$ cat src/rtl/filter_ctrl.sv
// ============================================================================
//  Module   : filter_ctrl
//  Purpose  : Sequencer for a single-MAC FIR filter. Accepts one sample per
//             handshake, writes it into a circular sample memory, then walks
//             Order+1 taps (sample/coefficient read addresses plus MAC
//             enables) and presents the finished accumulator to a consumer.
//  Options  : FILTER_CTRL_CNT_EN - when defined, smp_cnt_o counts completed
//             outputs; otherwise smp_cnt_o is tied to zero.
//  Revision : 1.0 - initial release
// ============================================================================
`default_nettype none

module filter_ctrl #(
    parameter int Order     = 127,
    parameter int AddrWidth = 7
) (
    input  logic                 clk_i,
    input  logic                 rst_i,
    input  logic                 in_req_i,
    output logic                 in_ack_o,
    output logic                 wr_en_o,
    output logic [AddrWidth-1:0] wr_addr_o,
    output logic                 rd_en_o,
    output logic [AddrWidth-1:0] smp_addr_o,
    output logic [AddrWidth-1:0] coef_addr_o,
    output logic                 mac_en_o,
    output logic                 mac_clr_o,
    output logic                 out_req_o,
    input  logic                 out_ack_i,
    output logic                 busy_o,
    output logic [31:0]          smp_cnt_o
);

    // Reject orders that cannot be addressed by the tap index.
    if ((Order < 1) || (Order > (2**AddrWidth) - 1)) begin : g_bad_param
        $error("filter_ctrl: Order must satisfy 1 <= Order <= 2^AddrWidth-1");
    end

    localparam logic [AddrWidth-1:0] C_K_LAST = AddrWidth'(Order);
    localparam logic [AddrWidth-1:0] C_ONE    = AddrWidth'(1);

    typedef enum logic [1:0] {
        S_IDLE   = 2'd0,
        S_READ   = 2'd1,
        S_DRAIN  = 2'd2,
        S_OUTPUT = 2'd3
    } state_t;

    state_t                 r_state;
    state_t                 w_state_next;
    logic [AddrWidth-1:0]   r_head;
    logic [AddrWidth-1:0]   r_k;
    logic                   r_mac_en;
    logic                   r_mac_clr;
    logic                   w_xfer;
    logic                   w_out_done;
    logic [AddrWidth-1:0]   w_smp_addr;

    // State register.
    always_ff @(posedge clk_i) begin
        if (rst_i) begin
            r_state <= S_IDLE;
        end else begin
            r_state <= w_state_next;
        end
    end

    // Next-state decode and handshake/strobe outputs.
    always_comb begin
        w_state_next = r_state;
        in_ack_o     = 1'b0;
        wr_en_o      = 1'b0;
        rd_en_o      = 1'b0;
        out_req_o    = 1'b0;
        busy_o       = 1'b1;
        w_xfer       = 1'b0;
        w_out_done   = 1'b0;
        case (r_state)
            S_IDLE: begin
                busy_o   = 1'b0;
                in_ack_o = 1'b1;
                if (in_req_i) begin
                    wr_en_o      = 1'b1;
                    w_xfer       = 1'b1;
                    w_state_next = S_READ;
                end
            end
            S_READ: begin
                rd_en_o = 1'b1;
                if (r_k == C_K_LAST) begin
                    w_state_next = S_DRAIN;
                end
            end
            S_DRAIN: begin
                w_state_next = S_OUTPUT;
            end
            S_OUTPUT: begin
                out_req_o = 1'b1;
                if (out_ack_i) begin
                    w_out_done   = 1'b1;
                    w_state_next = S_IDLE;
                end
            end
            default: begin
                w_state_next = S_IDLE;
            end
        endcase
    end

    // Head pointer: the newest sample lives at head-1 once it has advanced.
    always_ff @(posedge clk_i) begin
        if (rst_i) begin
            r_head <= '0;
        end else if (w_xfer) begin
            r_head <= r_head + C_ONE;
        end
    end

    // Tap index walks 0..Order during READ and parks at 0 otherwise.
    always_ff @(posedge clk_i) begin
        if (rst_i) begin
            r_k <= '0;
        end else if (rd_en_o) begin
            if (r_k == C_K_LAST) begin
                r_k <= '0;
            end else begin
                r_k <= r_k + C_ONE;
            end
        end
    end

    // MAC strobes trail the read strobe by the one-cycle memory latency.
    always_ff @(posedge clk_i) begin
        if (rst_i) begin
            r_mac_en  <= 1'b0;
            r_mac_clr <= 1'b0;
        end else begin
            r_mac_en  <= rd_en_o;
            r_mac_clr <= rd_en_o && (r_k == '0);
        end
    end

    // Oldest-going sample address: newest (head-1) minus the tap index.
    always_comb begin
        w_smp_addr = r_head - C_ONE - r_k;
    end

    assign wr_addr_o   = wr_en_o ? r_head : '0;
    assign smp_addr_o  = rd_en_o ? w_smp_addr : '0;
    assign coef_addr_o = r_k;
    assign mac_en_o    = r_mac_en;
    assign mac_clr_o   = r_mac_clr;

`ifdef FILTER_CTRL_CNT_EN
    logic [31:0] r_cnt;

    // Completed-output counter, wraps naturally at 2^32.
    always_ff @(posedge clk_i) begin
        if (rst_i) begin
            r_cnt <= '0;
        end else if (w_out_done) begin
            r_cnt <= r_cnt + 32'd1;
        end
    end

    assign smp_cnt_o = r_cnt;
`else
    assign smp_cnt_o = 32'd0;
`endif

endmodule

`default_nettype wire

$ cat config.mk
export PLATFORM = sky130hd
export DESIGN_NAME = filter_ctrl
export DESIGN_NICKNAME = d
export VERILOG_FILES = /design/src/rtl/filter_ctrl.sv
export SDC_FILE = /design/constraint.sdc
export NUM_CORES = 1
export LEC_CHECK = 0
export ABC_AREA = 1
export CORE_MARGIN = 2
export CORE_UTILIZATION = 30
export CTS_CLUSTER_SIZE = 40
export DETAILED_ROUTE_END_ITERATION = 12
export GPL_ROUTABILITY_DRIVEN = 1
export GPL_TIMING_DRIVEN = 0
export SYNTH_ARGS = -nofsm -noshare
export SYNTH_HDL_FRONTEND = slang
export SYNTH_SLANG_ARGS = --single-unit
$ cat constraint.sdc
create_clock -name clk_i -period 2.5 [get_ports clk_i]
set_input_delay 0.75 -clock clk_i [delete_from_list [all_inputs] [get_ports clk_i]]
set_output_delay 0.75 -clock clk_i [all_outputs]
set_load 0.1 [all_outputs]
==> results.md, run 1 <==
Run status:
- The flow ran to the end, but the final reports show violations.
- The final reports fail on setup timing.

Critical path:
- The element type at the critical path end is an output port.
- The cell depth of the worst flop-to-flop path is 8.
- The worst setup path is launched from a register.
- The worst flop-to-flop path startpoint is r_state[1].
- The worst setup path is of the register to output port kind.
- The endpoint identified for the worst register-to-register timing path is r_head[3].
- In this run the worst path has a maximum fanout of 3.
- The endpoint arrival time on the critical path is 1.82 ns.
- The internal reg-to-reg setup slack is 0.94 ns.
- In this run the worst setup path begins at coef_addr_o[0].
- Data on the critical path is required at its endpoint by 1.75 ns.
- The end point of the critical path is smp_addr_o[6].

Placed design:
- The port buffer count is 31.
- In this run, placement finished with an instance count of 319.
- The detailed-placement wirelength estimate is 2.40 mm.
- The worst-case setup slack after placement is -1.07 ns.
- The weighted congestion at the end of routability-driven global placement is 0.802.

STA:
- Setup violations remaining at the end of the flow were counted as 2.
- The clock arrives with 0.00599 ns of skew.
- The transition time of the tightest slew-check pin is 0.959 ns.
- For this run, the top clock speed supported by timing is 0.389 GHz.
- The minimum period implied by the final worst setup slack is 2.57 ns.
- Setup slack on the critical path of the routed design comes to -0.0712 ns.
- The final-report hold violation count is 0.
- Measured against its own limit, the worst slew margin works out to 35.8%.
- The final-report max-slew violation count is 0.
- The final critical-path share of the clock period is 103%.
- Setup repair after global routing could not meet its margin everywhere.
- The setup TNS is -0.102 ns.

Pwr:
- The design draws 2.82 mW.
- In this run the power density over the cells is 1200 mW/mm².
- The cell leakage power is 1.11 nW.
- The worst supply voltage drop on vdd is 1.00 mV.

Layout:
- The final core utilization is 53.0%.
- The sequential cells in the finished layout cover a total of 385 µm².
- Of the cells placed in the final design, the portion with a size suffix greater than 1 is 39.8%.
- The area of combinational cells with multiple inputs is 0.00102 mm².
- Leaving out filler cells and counting taps, the final layout contains 331.
- The signed area change from the synthesized netlist to the final layout is 66.9%.
- In the layout the commonest cells are buf_4, conb_1, inv_1, nand2_1, nor2_1.
- Leaving out fill and tap cells, the most frequent cell in the layout is buf_4.
- The number of nets in the finished design is 298.
- The antenna diode count is 0.
- Fill cells in the final layout number 450.

Synthesis:
- Summed over all instances, the cell type with the most area after synthesis is dfxtp_1.
- The sequential fraction of the synthesis area is 25.5%.
- The combinational family with the most area after synthesis is buffers and inverters.
- The synthesized-area fraction occupied by adder cells is 12.9%.
- The flop and latch count out of synthesis is 18.
- The synthesized-area fraction occupied by ao, oa, aoi and oai cells is 9.22%.
- The total number of yosys warnings is 0.
- The area fraction of the dominant cell type after synthesis is 25.5%.
- The mapped netlist covers 0.00141 mm².
- A synthesized cell averages 6.88 µm².
- Multiplexer cells account for 0% of the synthesized area.
- The area share of and/or/nand/nor cells after synthesis is 23.5%.
- Ranked by total cell area, the synthesized netlist is headed by dfxtp_1, buf_4, ha_1, inv_1, nand2_1.
- The count of unique library cells instantiated by Yosys is 20.
- The gate count of the mapped netlist is 205.
- The post-synthesis share of cell area spent on xor and xnor gates is 2.48%.

Clocking:
- In this run the number of H-tree levels came out at 1.
- The clock network latency to the later pin of the worst-skew pair is 0.25 ns.
- The root buffer cell chosen for the clock tree is clkbuf_8.
- The post-cts hold buffer count is 0.
- TritonCTS built the clock tree.
- The clock transition at the registers of the reported paths is 0.07 ns.
- The clock buffer count from CTS is 3.
- The number of sinks driven by the clock tree is 18.
- Counting along the longest clock path gives a buffer depth of 2.

Route:
- The remaining antenna violation count after routing is 0.
- After detailed routing, the number of remaining DRC violations is 0.
- In this run, the number of DRC markers left after iteration 0 of detailed routing was 68.
- In the final routed layout, each cell accounts on average for 9.36 µm.
- In the routed layout, each cell is associated on average with a via count of 4.05.
- The post-detailed-routing wire length is 3.10 mm.
- The first TritonRoute pass finished after 4 iterations.
- The number of vias after detailed routing is 1339.

Floorplan:
- The die is 72.6 µm wide.
- The die covers 0.00527 mm².
- In this run the core area contains 24 standard-cell rows.
- The number of ports placed on the die boundary is 64.
- In this run the standard cell core region covers 0.00444 mm².
- The die is 72.6 µm tall.
- The initial standard-cell utilization of the core is 31.8%.

Global route:
- The global-route wire length before repair is 5.09 mm.
- For this run the aggregate overflow at the end of global routing stands at 0.
- The pin count of the biggest net entering global routing is 11.
- The number of antenna violations at the first check in global routing is 0.
- For this run, the total global-route usage over all layers was measured as 11.8%.
- The number of global-route vias before repair is 1141.

Worst hold path:
- The worst hold path belongs to the class register to register.

Run:
- The number of maximum-capacitance constraint violations is 0.
==> state kept, by name, summed over array words and instances, names as in the netlist <==
signal,count
mac_clr_o,1
r_head,7
r_state,2
mac_en_o,1
coef_addr_o,7
==> how the worst min path moves through the flow <==
stage                         from  depth (start not counted)              to
floorplan                r_head[6]                          2       r_head[6]
global placement    coef_addr_o[1]                          2  coef_addr_o[1]
detailed placement  coef_addr_o[1]                          2  coef_addr_o[1]
CTS                 coef_addr_o[1]                          2  coef_addr_o[1]
global route        coef_addr_o[0]                          2  coef_addr_o[0]
finish              coef_addr_o[0]                          2  coef_addr_o[0]
==> layer usage <==
metal	vias to the layer above	GRT usage (%)	share of wire [%]	routed length (µm)
met3	4	2.62	6.2	191
met2	42	19.8	46	1440
li1	727	-	-	-
met5	-	0	0	0
met1	566	15.7	47	1450
met4	0	1.85	0.61	19
==> critical path, stage by stage, from the launching register on <==
cell,delay (ns)
dfxtp_4,0.36
inv_4,0.04
ha_4,0.16
fa_2,0.41
nand3_2,0.09
nand2_4,0.08
nand2_4,0.08
nand3_2,0.06
nand2_2,0.08
nor2_4,0.04
buf_12,0.16
==> kinds of logic (layout without fill, tap and decap cells) <==
| kind of cell | Yosys count | in the layout |
|---|---|---|
| flops | 18 | 18 |
| simple gates | 77 | 77 |
| buf+inv | 65 | 108 |
| compound gates | 26 | 26 |
| other cells | 1 | 32 |
| xor+xnor | 4 | 4 |
| fa+ha+maj | 14 | 14 |
==> synth_stat cells <==
cell type	number
buf_4	32
inv_1	30
nand2_1	29
nor2_1	26
dfxtp_1	18
a21oi_1	17
ha_1	13
nand3_1	11
o21ai_0	9
xor2_1	4
buf_2	3
nand4_1	3
nor3_1	3
conb_1	1
fa_1	1
nand2_2	1
nand3_2	1
nor2_2	1
nor3b_1	1
or2_2	1
==> power breakdown <==
group          switching, mW  internal (mW)  total [mW]
Combinational           1.57          0.659        2.23
Clock                 0.0983          0.113       0.212
Sequential            0.0475          0.336       0.383
Total                   1.71           1.11        2.82
==> cell type report <==
cell class                      instances  share of cell area [%]
Buffer                                 34                    11.3
Clock buffer                            4                    1.91
Inverter                               30                    5.42
Multi-Input combinational cell        153                    43.5
Sequential cell                        18                    16.4
Tap cell                               52                    2.76
Timing Repair Buffer                   40                    18.8
==> what timing repair did <==
action | in CTS | in global routing
setup buffers | 2 | 6
endpoints found under the hold margin | 0 | 0
setup endpoints to repair | 26 | 8
pin swaps | 1 | 4
gates cloned | 1 | 0
gates resized for setup | 132 | 12
==> metrics by stage <==
step                      instance area [µm²]  hold slack [ns]
final                                    2360            0.517
after floorplan                          1760            0.519
after global placement                   2140            0.520
after CTS                                2280            0.536
after global routing                     2360            0.528
after detailed placement                 2140            0.526
Note: power is estimated with default switching activity, not from simulation.
==> inputs of run 2 (changes only) <==
--- a/config.mk
+++ b/config.mk
@@ -10,7 +10,7 @@
 export CORE_UTILIZATION = 30
 export CTS_CLUSTER_SIZE = 40
 export DETAILED_ROUTE_END_ITERATION = 12
-export GPL_ROUTABILITY_DRIVEN = 1
+export GPL_ROUTABILITY_DRIVEN = 0
 export GPL_TIMING_DRIVEN = 0
 export SYNTH_ARGS = -nofsm -noshare
 export SYNTH_HDL_FRONTEND = slang
==> results of run 2 <==
No change in the layout: final DEF, timing and power equal those of run 1.
==> inputs of run 3 (changes only) <==
--- a/config.mk
+++ b/config.mk
@@ -7,11 +7,12 @@
 export LEC_CHECK = 0
 export ABC_AREA = 1
 export CORE_MARGIN = 2
-export CORE_UTILIZATION = 30
+export CORE_UTILIZATION = 42
 export CTS_CLUSTER_SIZE = 40
 export DETAILED_ROUTE_END_ITERATION = 12
 export GPL_ROUTABILITY_DRIVEN = 0
 export GPL_TIMING_DRIVEN = 0
+export PLACE_DENSITY = 0.81
 export SYNTH_ARGS = -nofsm -noshare
 export SYNTH_HDL_FRONTEND = slang
 export SYNTH_SLANG_ARGS = --single-unit
==> run 3 against run 2 <==
  * The run still ends with setup timing left
  * Sequential power about the same
  * Clock power down 27%
  * Sequential share of layout area down 0.11 points
  * Sequential cell count unchanged
  * Cell count down 0.60%
  * Global-route usage up 6.0 points
  * Worst setup slack worse by 0.053 ns
  * Register-to-register slack about the same
  * Routed wire length up 2.1%
  * Largest power group unchanged
==> results.md, run 3 (same netlist as run 1, synthesis figures left out) <==
Run status:
- The flow ran to the end, but the final reports show violations.
- The final reports fail on setup timing.

Global route:
- Entering global routing, the biggest net connects 11 pins.
- The total global-route track usage is 17.8%.
- Global routing used 5.38% of the available met3 tracks.
- The number of antenna violations at the first check in global routing is 0.
- The layer with the highest usage after global routing is met2.
- The number of global-route vias before repair is 1288.
- For met2 alone, demand over resource in global routing was 30.4%.
- The total overflow left after global routing is 0.
- The global-route wire length before repair is 5.15 mm.
- In the global route stage, met1 resource usage came out at 20.2%.

Layout:
- The number of antenna diodes in the final layout is 0.
- The fraction of final layout cells sized beyond drive strength 1 is 43.1%.
- The most common cell after layout, fill and taps aside is buf_4.
- Leaving out fill and tap cells, the most frequent cells in the layout are buf_4, conb_1, inv_1, nand2_1, nor2_1.
- Summing all non-filler instances in the final layout gives an area of 0.00238 mm².
- The signed area change from the synthesized netlist to the final layout is 68.6%.
- The number of nets in the finished design is 302.

Critical path:
- The cell depth of the worst flop-to-flop path is 8.
- The critical register-to-register path endpoint is r_head[3].
- The worst setup path is captured at an output port.
- The endpoint arrival time on the critical path is 1.87 ns.
- By startpoint and endpoint, the worst setup path is classified as register to output port.
- Along the worst path, the maximum fanout reaches 3.
- Setup slack on the worst reg-to-reg path comes out at 0.95 ns.
- The data required time at the worst endpoint is 1.75 ns.
- The critical path starts at coef_addr_o[0].
- The worst setup path is launched from a register.
- The worst flop-to-flop path startpoint is r_state[0].

Clocking:
- At the later pin of the worst-skew pair, clock insertion delay measures 0.30 ns.
- Buffers inserted during clock tree synthesis total 3.
- The number of buffers on the longest clock path is 2.
- The post-cts hold buffer count is 0.
- The number of sinks driven by the clock tree is 18.
- The clock transition at the registers of the reported paths is 0.11 ns.
- The TritonCTS clock tree is done.
- The tree is rooted in a clkbuf_4.
- In this run the number of H-tree levels came out at 1.

STA:
- The final critical-path share of the clock period is 105%.
- Derived from the worst setup path, the maximum achievable clock frequency is 0.381 GHz.
- Across all setup checks in the final design, the least slack found is -0.125 ns.
- The transition time of the tightest slew-check pin is 0.959 ns.
- The final worst clock skew is 0.00830 ns.
- The relative slew slack is 36.0%.
- Setup violations remaining at the end of the flow were counted as 4.
- Setup repair after global routing could not meet its margin everywhere.
- The final-report max-slew violation count is 0.
- The minimum period implied by the final worst setup slack is 2.62 ns.
- The setup TNS is -0.291 ns.
- The final-report hold violation count is 0.
- Across all hold checks on the routed design, the worst slack comes to 0.537 ns.

Worst hold path:
- The path type of the worst min-delay path is register to register.
- The worst hold path was traced through 2 stages.
- The endpoint of the worst hold-timing path is coef_addr_o[6].
- The worst hold path begins at coef_addr_o[6].

Placed design:
- The HPWL after detailed placement is 2.34 mm.
- Once placement finished, the instance area stood at 0.00213 mm².
- The worst-case setup slack after placement is -1.07 ns.
- The port buffer count is 31.

Floorplan:
- The die area is 0.00384 mm².
- The initialized floorplan defines 21 standard-cell rows.
- The floorplan die height is 62.0 µm.
- 64 I/O pins were placed.
- The die is 62.0 µm wide.
- The initial standard-cell utilization of the core is 43.0%.
- The area of the core is 0.00328 mm².

Route:
- The number of DRC violations after detailed routing is 0.
- The number of DRC markers in iteration 0 is 31.
- The number of vias after detailed routing is 1401.
- The wire length per cell after detailed routing is 9.62 µm.
- The detail route stage leaves a number of antenna-violating nets equal to 0.
- The post-detailed-routing wire length is 3.17 mm.
- For this run, the detailed router's first-pass iteration total came to 4.
- Using the TritonRoute via totals, the vias-per-cell ratio works out to 4.26.

Pwr:
- The completed layout was analyzed and its total power is 2.79 mW.
- The worst supply voltage drop on vdd is 0.755 mV.
- Summed over all cells, the static leakage comes to 1.17 nW.
- The power density over the cells is 1170 mW/mm².

Run:
- The number of maximum-capacitance constraint violations is 0.
run 3: layer usage:
metal	part of all wire, %	wire (µm)	vias up
li1	-	-	741
met1	43	1370	595
met2	48	1510	56
met3	6.8	214	9
met4	2.5	78	0
met5	0	0	-
run 3: what timing repair did:
item                                    CTS  global route
endpoints found under the setup margin   26            13
gates cloned                              1             0
setup buffers                             7             5
pin swaps                                 7             8
gates resized for setup                 136            18
run 3: where the power goes:
group	leakage (nW)	switching, mW	internal (mW)
combinational	1.00	1.58	0.676
sequential	0.152	0.0481	0.335
clock	0.0154	0.0956	0.0581
run 3: critical path, cell delays in order (launching register included):
cell	delay, ns
dfxtp_4	0.37
inv_4	0.04
ha_4	0.15
fa_2	0.38
nand3_2	0.11
nand2_4	0.08
nand2_4	0.07
nand3_2	0.06
nand2_2	0.09
nor2_4	0.05
buf_12	0.16
run 3: final cells by class:
class / instances / area, µm²
multi-input combinational: 153 / 1040
fill: 249 / 905
timing repair buffer: 44 / 480
sequential: 18 / 387
buffer: 34 / 265
inverter: 30 / 128
tap: 46 / 57.6
clock buffer: 3 / 22.5
clock inverter: 1 / 3.75
run 3: worst max path at each step:
stage / to / slack (ns) / cells after the start
after floorplan: smp_addr_o[6] / -0.19 / 8
after global placement: wr_addr_o[0] / -1.06 / 5
after detailed placement: wr_addr_o[0] / -1.07 / 5
after CTS: smp_addr_o[6] / -0.18 / 10
after global routing: smp_addr_o[6] / -0.19 / 10
final: smp_addr_o[6] / -0.12 / 10
run 3: through the flow:
step	std cells	util (%)
4_1_cts	325	70.1
6_report	329	72.5
3_3_place_gp	313	64.9
5_1_grt	329	72.5
2_1_floorplan	236	-
3_5_place_dp	313	64.9
